## src/rtl/dmem_port_arbiter_pkg.sv

```systemverilog
// Shared definitions for the data-memory port arbiter and its clients
// (core LSU on port 0, program/debug loader on port 1).
package dmem_port_arbiter_pkg;

   localparam int DMEM_N    = 32;  // data / byte-address width
   localparam int DMEM_AW   = 10;  // word-index width (1024 words)
   localparam int PORT_CORE = 0;
   localparam int PORT_LOAD = 1;

   typedef struct packed {
      logic              valid;
      logic              we;
      logic [DMEM_N-1:0] addr;
      logic [DMEM_N-1:0] wdata;
   } dmem_req_t;

   typedef struct packed {
      logic              valid;
      logic              err;
      logic [DMEM_N-1:0] rdata;
   } dmem_rsp_t;

   // Misaligned or beyond the implemented word range.
   function automatic logic dmem_addr_err(input logic [DMEM_N-1:0] addr);
      return (addr[1:0] != 2'b00) || (addr[DMEM_N-1:DMEM_AW+2] != '0);
   endfunction

endpackage

```

## src/rtl/dmem_port_arbiter_rr_arb2.sv

```systemverilog
// Two-way round-robin grant.
//   req  : request per port
//   gnt  : one-hot (or zero) grant, combinational from req and last_grant
// last_grant resets to 1 so port 0 wins the first contention.
module rr_arb2
   import dmem_port_arbiter_pkg::*;
(
   input  logic       clk,
   input  logic       rst_n,
   input  logic [1:0] req,
   output logic [1:0] gnt
);

   logic last_grant;

   always_comb begin
      gnt = 2'b00;
      if (req[PORT_CORE] && (!req[PORT_LOAD] || last_grant))
         gnt[PORT_CORE] = 1'b1;
      else if (req[PORT_LOAD])
         gnt[PORT_LOAD] = 1'b1;
   end

   always_ff @(posedge clk or negedge rst_n) begin
      if (!rst_n)
         last_grant <= 1'b1;
      else if (|gnt)
         last_grant <= gnt[PORT_LOAD];
   end

endmodule

```

## src/rtl/dmem_port_arbiter.sv

```systemverilog
// Shares the single-port data memory between the core LSU (port 0) and the
// loader (port 1). One access per cycle; byte address -> word index; bad
// addresses are rejected without a memory write. Responses are registered
// and appear one cycle after the transfer.
//   req*_valid/we/addr/wdata, req*_ready : request handshake per port
//   rsp*_valid/rdata/err                 : registered response per port
//   mem_we/addr/wdata, mem_rdata         : memory side (rdata combinational)
module dmem_port_arbiter
   import dmem_port_arbiter_pkg::*;
#(
   parameter int N  = DMEM_N,
   parameter int AW = DMEM_AW
) (
   input  logic         clk,
   input  logic         rst_n,
   input  logic         req0_valid,
   input  logic         req0_we,
   input  logic [N-1:0] req0_addr,
   input  logic [N-1:0] req0_wdata,
   output logic         req0_ready,
   input  logic         req1_valid,
   input  logic         req1_we,
   input  logic [N-1:0] req1_addr,
   input  logic [N-1:0] req1_wdata,
   output logic         req1_ready,
   output logic         rsp0_valid,
   output logic [N-1:0] rsp0_rdata,
   output logic         rsp0_err,
   output logic         rsp1_valid,
   output logic [N-1:0] rsp1_rdata,
   output logic         rsp1_err,
   output logic         mem_we,
   output logic [N-1:0] mem_addr,
   output logic [N-1:0] mem_wdata,
   input  logic [N-1:0] mem_rdata
);

   logic [1:0]        gnt;
   logic              any, sel, g_we, err;
   logic [N-1:0]      g_addr, g_wdata, rd_nxt;

   rr_arb2 u_arb (
      .clk   (clk),
      .rst_n (rst_n),
      .req   ({req1_valid, req0_valid}),
      .gnt   (gnt)
   );

   assign req0_ready = gnt[PORT_CORE];
   assign req1_ready = gnt[PORT_LOAD];
   assign any        = |gnt;
   assign sel        = gnt[PORT_LOAD];

   assign g_we    = sel ? req1_we    : req0_we;
   assign g_addr  = sel ? req1_addr  : req0_addr;
   assign g_wdata = sel ? req1_wdata : req0_wdata;

   assign err = (g_addr[1:0] != 2'b00) || (g_addr[N-1:AW+2] != '0);

   assign mem_addr  = any ? {{(N-AW){1'b0}}, g_addr[AW+1:2]} : '0;
   assign mem_wdata = any ? g_wdata : '0;
   // rst_n gates the strobe so a request held through reset cannot write.
   assign mem_we    = any & g_we & ~err & rst_n;

   assign rd_nxt = (g_we || err) ? '0 : mem_rdata;

   // rdata/err only load on that port's transfer; otherwise they hold.
   always_ff @(posedge clk or negedge rst_n) begin
      if (!rst_n) begin
         rsp0_valid <= 1'b0;
         rsp0_err   <= 1'b0;
         rsp0_rdata <= '0;
         rsp1_valid <= 1'b0;
         rsp1_err   <= 1'b0;
         rsp1_rdata <= '0;
      end else begin
         rsp0_valid <= gnt[PORT_CORE];
         rsp1_valid <= gnt[PORT_LOAD];
         if (gnt[PORT_CORE]) begin
            rsp0_err   <= err;
            rsp0_rdata <= rd_nxt;
         end
         if (gnt[PORT_LOAD]) begin
            rsp1_err   <= err;
            rsp1_rdata <= rd_nxt;
         end
      end
   end

endmodule

```

## config.mk

```make
export PLATFORM = sky130hd
export DESIGN_NAME = dmem_port_arbiter
export DESIGN_NICKNAME = d
export VERILOG_FILES = /design/src/rtl/dmem_port_arbiter_pkg.sv /design/src/rtl/dmem_port_arbiter_rr_arb2.sv /design/src/rtl/dmem_port_arbiter.sv
export SDC_FILE = /design/constraint.sdc
export NUM_CORES = 1
export LEC_CHECK = 0
export BUFFER_PORTS_ARGS = -buffer_cell sky130_fd_sc_hd__buf_2
export CAP_MARGIN = 25
export CORE_AREA = 2 2 118 120
export CTS_BUF_LIST = sky130_fd_sc_hd__clkbuf_16
export DETAILED_ROUTE_END_ITERATION = 8
export DIE_AREA = 0 0 120 122
export GPL_TIMING_DRIVEN = 0
export SLEW_MARGIN = 20
export SYNTH_ARGS = -nofsm -noshare
export SYNTH_HDL_FRONTEND = slang
export SYNTH_SLANG_ARGS = --single-unit
export TNS_END_PERCENT = 1
```

## constraint.sdc

```tcl
create_clock -name clk -period 3.4 [get_ports clk]
set_input_delay 0.51 -clock clk [delete_from_list [all_inputs] [get_ports clk]]
set_output_delay 0.51 -clock clk [all_outputs]
set_load 0.01 [all_outputs]
```

==> out/metrics.csv <==
metric;value;unit
Finished Cell Area;0.00538;sq mm
Psw;0.554;mW
share of power burned in registers;39.2;%
Hold Violations, Final;0;
GRT Util Overall;19.4;%
Hold Slack;121;ps
Synth Register Bits;69;
Slew headroom;61.9;%
drt initial violations;145;
worst slack, placed;291;ps
crit share post-route;92.5;%
critical path cell sequence;inv_1 > nand2_1 > and2_1 > clkbuf_1 > clkbuf_2 > buf_1 > a22o_1 > buf_2;
Ports;301;
worst-path fanout max;10;
GRT met1 Usage;22.3;%
outcome;completed;
Worst Setup End Kind;output pin;
DRC;0;
core area;0.0135;sq mm
WL/cell;18.4;microns
Std-Cell Rows;43;
Worst Tran Pin Value;572;ps
syn avg cell area;11.7;sq um
drt total wl;14500;microns
DPL Wire Length;11800;microns
Worst EP required;2890;ps
most frequent cells in the layout;280 x buf_2, 74 x a22o_1, 68 x dfrtp_1;
CTS Sinks;69;
warnings from Yosys;0;
global placement routability congestion;0.993;
gr ovfl total;0;
I/O Buffers;278;
area grow syn2layout;60.2;%
placed instance area;0.00507;sq mm
CTS Hold Bufs;0;
Seq/Total Area, Yosys;51.5;%
nets;765;
Mapped Area;0.00336;sq mm
worst skew pair latency;320;ps
Longest Clk Path Bufs;2;
CTS root buffer;clkbuf_16;
routed vias/inst;4.62;
internal power;1.56;mW
initial antenna violation count;8;
final setup fails;0;
ys async rst share;100;%
Max-cap violations;0;
setup TNS;0;ps
ANT nets after route;0;
Die Area;0.0146;sq mm
post-route setup slack;254;ps
peak supply drop;0.388;mV
unrepaired setup endpoints after global routing;false;
Die X;120;microns
vias in the first global route;3808;
router iterations before antenna repair;4;
met2 Use GR;33.4;%
largest net degree at the start of global routing;42;
Post-synth EDFFs;0;
via count;3653;
CTS tree;done;
sw frac;26.3;%
max frequency;0.318;GHz
total CTS buffers;9;
min Tclk post-route;3150;ps
Top FF cell, synth;dfrtp_1;
combinational power share;18.5;%
WS Path Type;flip-flop to output pin;
cell count after synthesis;288;
CP max stage delay;520;ps
commonest non-fill, non-tap cell in the layout;buf_2;
critical path launch point type;flip-flop;
Hold Crit Class;primary input to asynchronous set/reset pin;
clk slew on worst S/H paths;60;ps
Clock Skews;5.84;ps
worst path arrival time;2640;ps
count of pins over their slew limit;0;
PwrDens;393;mW/mm^2
first-pass GRT wire length;21500;microns
met3 Track Usage GR;7.72;%
layout cells sized above 1;59.8;%
# H-tree levels;3;
Die H;122;microns
Worst path slowest cell;dfstp_2;
Initial Util;24.8;%
Distinct cells, synth;28;
Post-CTS Setup Bufs;0;
Top Usage Layer GRT;met2;
Leak;3.10;nW
clock power share;42.2;%
[repair_timing]
item / CTS / global route
endpoints found under the setup margin: 0 / 36
hold endpoints to repair: 0 / 0
resized for setup: 0 / 3
[registers in the layout, summed over array words and instances, names as in the netlist]
name,cells
rsp0_valid,1
rsp0_rdata,32
rsp0_err,1
u_arb.last_grant,1
rsp1_rdata,32
rsp1_valid,1
rsp1_err,1
[layout make-up]
| cell class | instances | area, sq um |
|---|---|---|
| buffer | 47 | 288 |
| inverter | 2 | 7.51 |
| timing repair buffer | 279 | 1410 |
| antenna | 6 | 15.0 |
| fill | 1371 | 8130 |
| clock inverter | 7 | 58.8 |
| multi-input combinational | 191 | 1410 |
| tap | 180 | 225 |
| sequential | 69 | 1730 |
| clock buffer | 9 | 225 |
[power groups by stage]
stage	combinational, mW	clock [mW]	sequential (mW)
2_1_floorplan	0.168	0	0.844
3_3_place_gp	0.385	0	0.842
3_5_place_dp	0.393	0	0.842
4_1_cts	0.394	0.919	0.828
5_1_grt	0.427	0.959	0.828
6_report	0.392	0.891	0.828
[synth_stat cells, types with 2 or more instances]
| cell type | number | share of area (%) |
|---|---|---|
| nand4_1 | 2 | 0.37 |
| buf_6 | 3 | 1.0 |
| buf_1 | 9 | 1.0 |
| nor2_1 | 5 | 0.56 |
| clkbuf_1 | 10 | 1.1 |
| a31o_2 | 32 | 8.4 |
| buf_4 | 22 | 4.9 |
| dfrtp_1 | 68 | 51 |
| a22o_1 | 74 | 19 |
| nor4_1 | 8 | 1.5 |
| buf_2 | 3 | 0.45 |
| nor2b_1 | 32 | 6.0 |
| nand2_1 | 4 | 0.45 |
| or4_4 | 2 | 0.67 |
[worst paths after layout]
| check | from | to | slack [ps] | cells past startpoint |
|---|---|---|---|---|
| worst max register to register | u_arb.last_grant | rsp0_rdata[0] | 1150 | 7 |
| max in group asynchronous | rst_n | u_arb.last_grant | 2670 | 2 |
| worst max-delay path | u_arb.last_grant | mem_wdata[29] | 250 | 8 |
| worst min-delay path | rst_n | rsp1_rdata[27] | 120 | 1 |
| min in group clk | req0_valid | u_arb.last_grant | 410 | 2 |
| worst min register to register | rsp1_err | rsp1_err | 490 | 2 |
[cells by family after synthesis]
| kind of cell | after synthesis | synth area share [%] |
|---|---|---|
| compound gates | 109 | 28.3 |
| buf+inv | 49 | 8.72 |
| flops | 69 | 51.5 |
| mux | 1 | 0.336 |
| other cells | 1 | 0.112 |
| simple gates | 59 | 11.0 |
[critical path: cells and delay by family, from the launching register on]
family / cells / cell delay (ps)
buffers and inverters: 5 / 1330
flip-flops: 1 / 520
AO/OA/AOI/OAI: 1 / 290
AND/OR/NAND/NOR: 2 / 170
[metal layers]
layer / up-vias / wire [microns]
li1: 1688 / -
met1: 1752 / 5530
met2: 185 / 7250
met3: 24 / 1480
met4: 4 / 235
met5: - / 23
[metrics by stage]
step	std cells	utilization, %	power (mW)
final	790	39.8	2.11
after global routing	788	39.8	2.21
after CTS	784	39.7	2.14
after detailed placement	768	37.6	1.24
after global placement	767	37.4	1.23
after floorplan	309	-	1.01
Note: power is estimated with default switching activity, not from simulation.
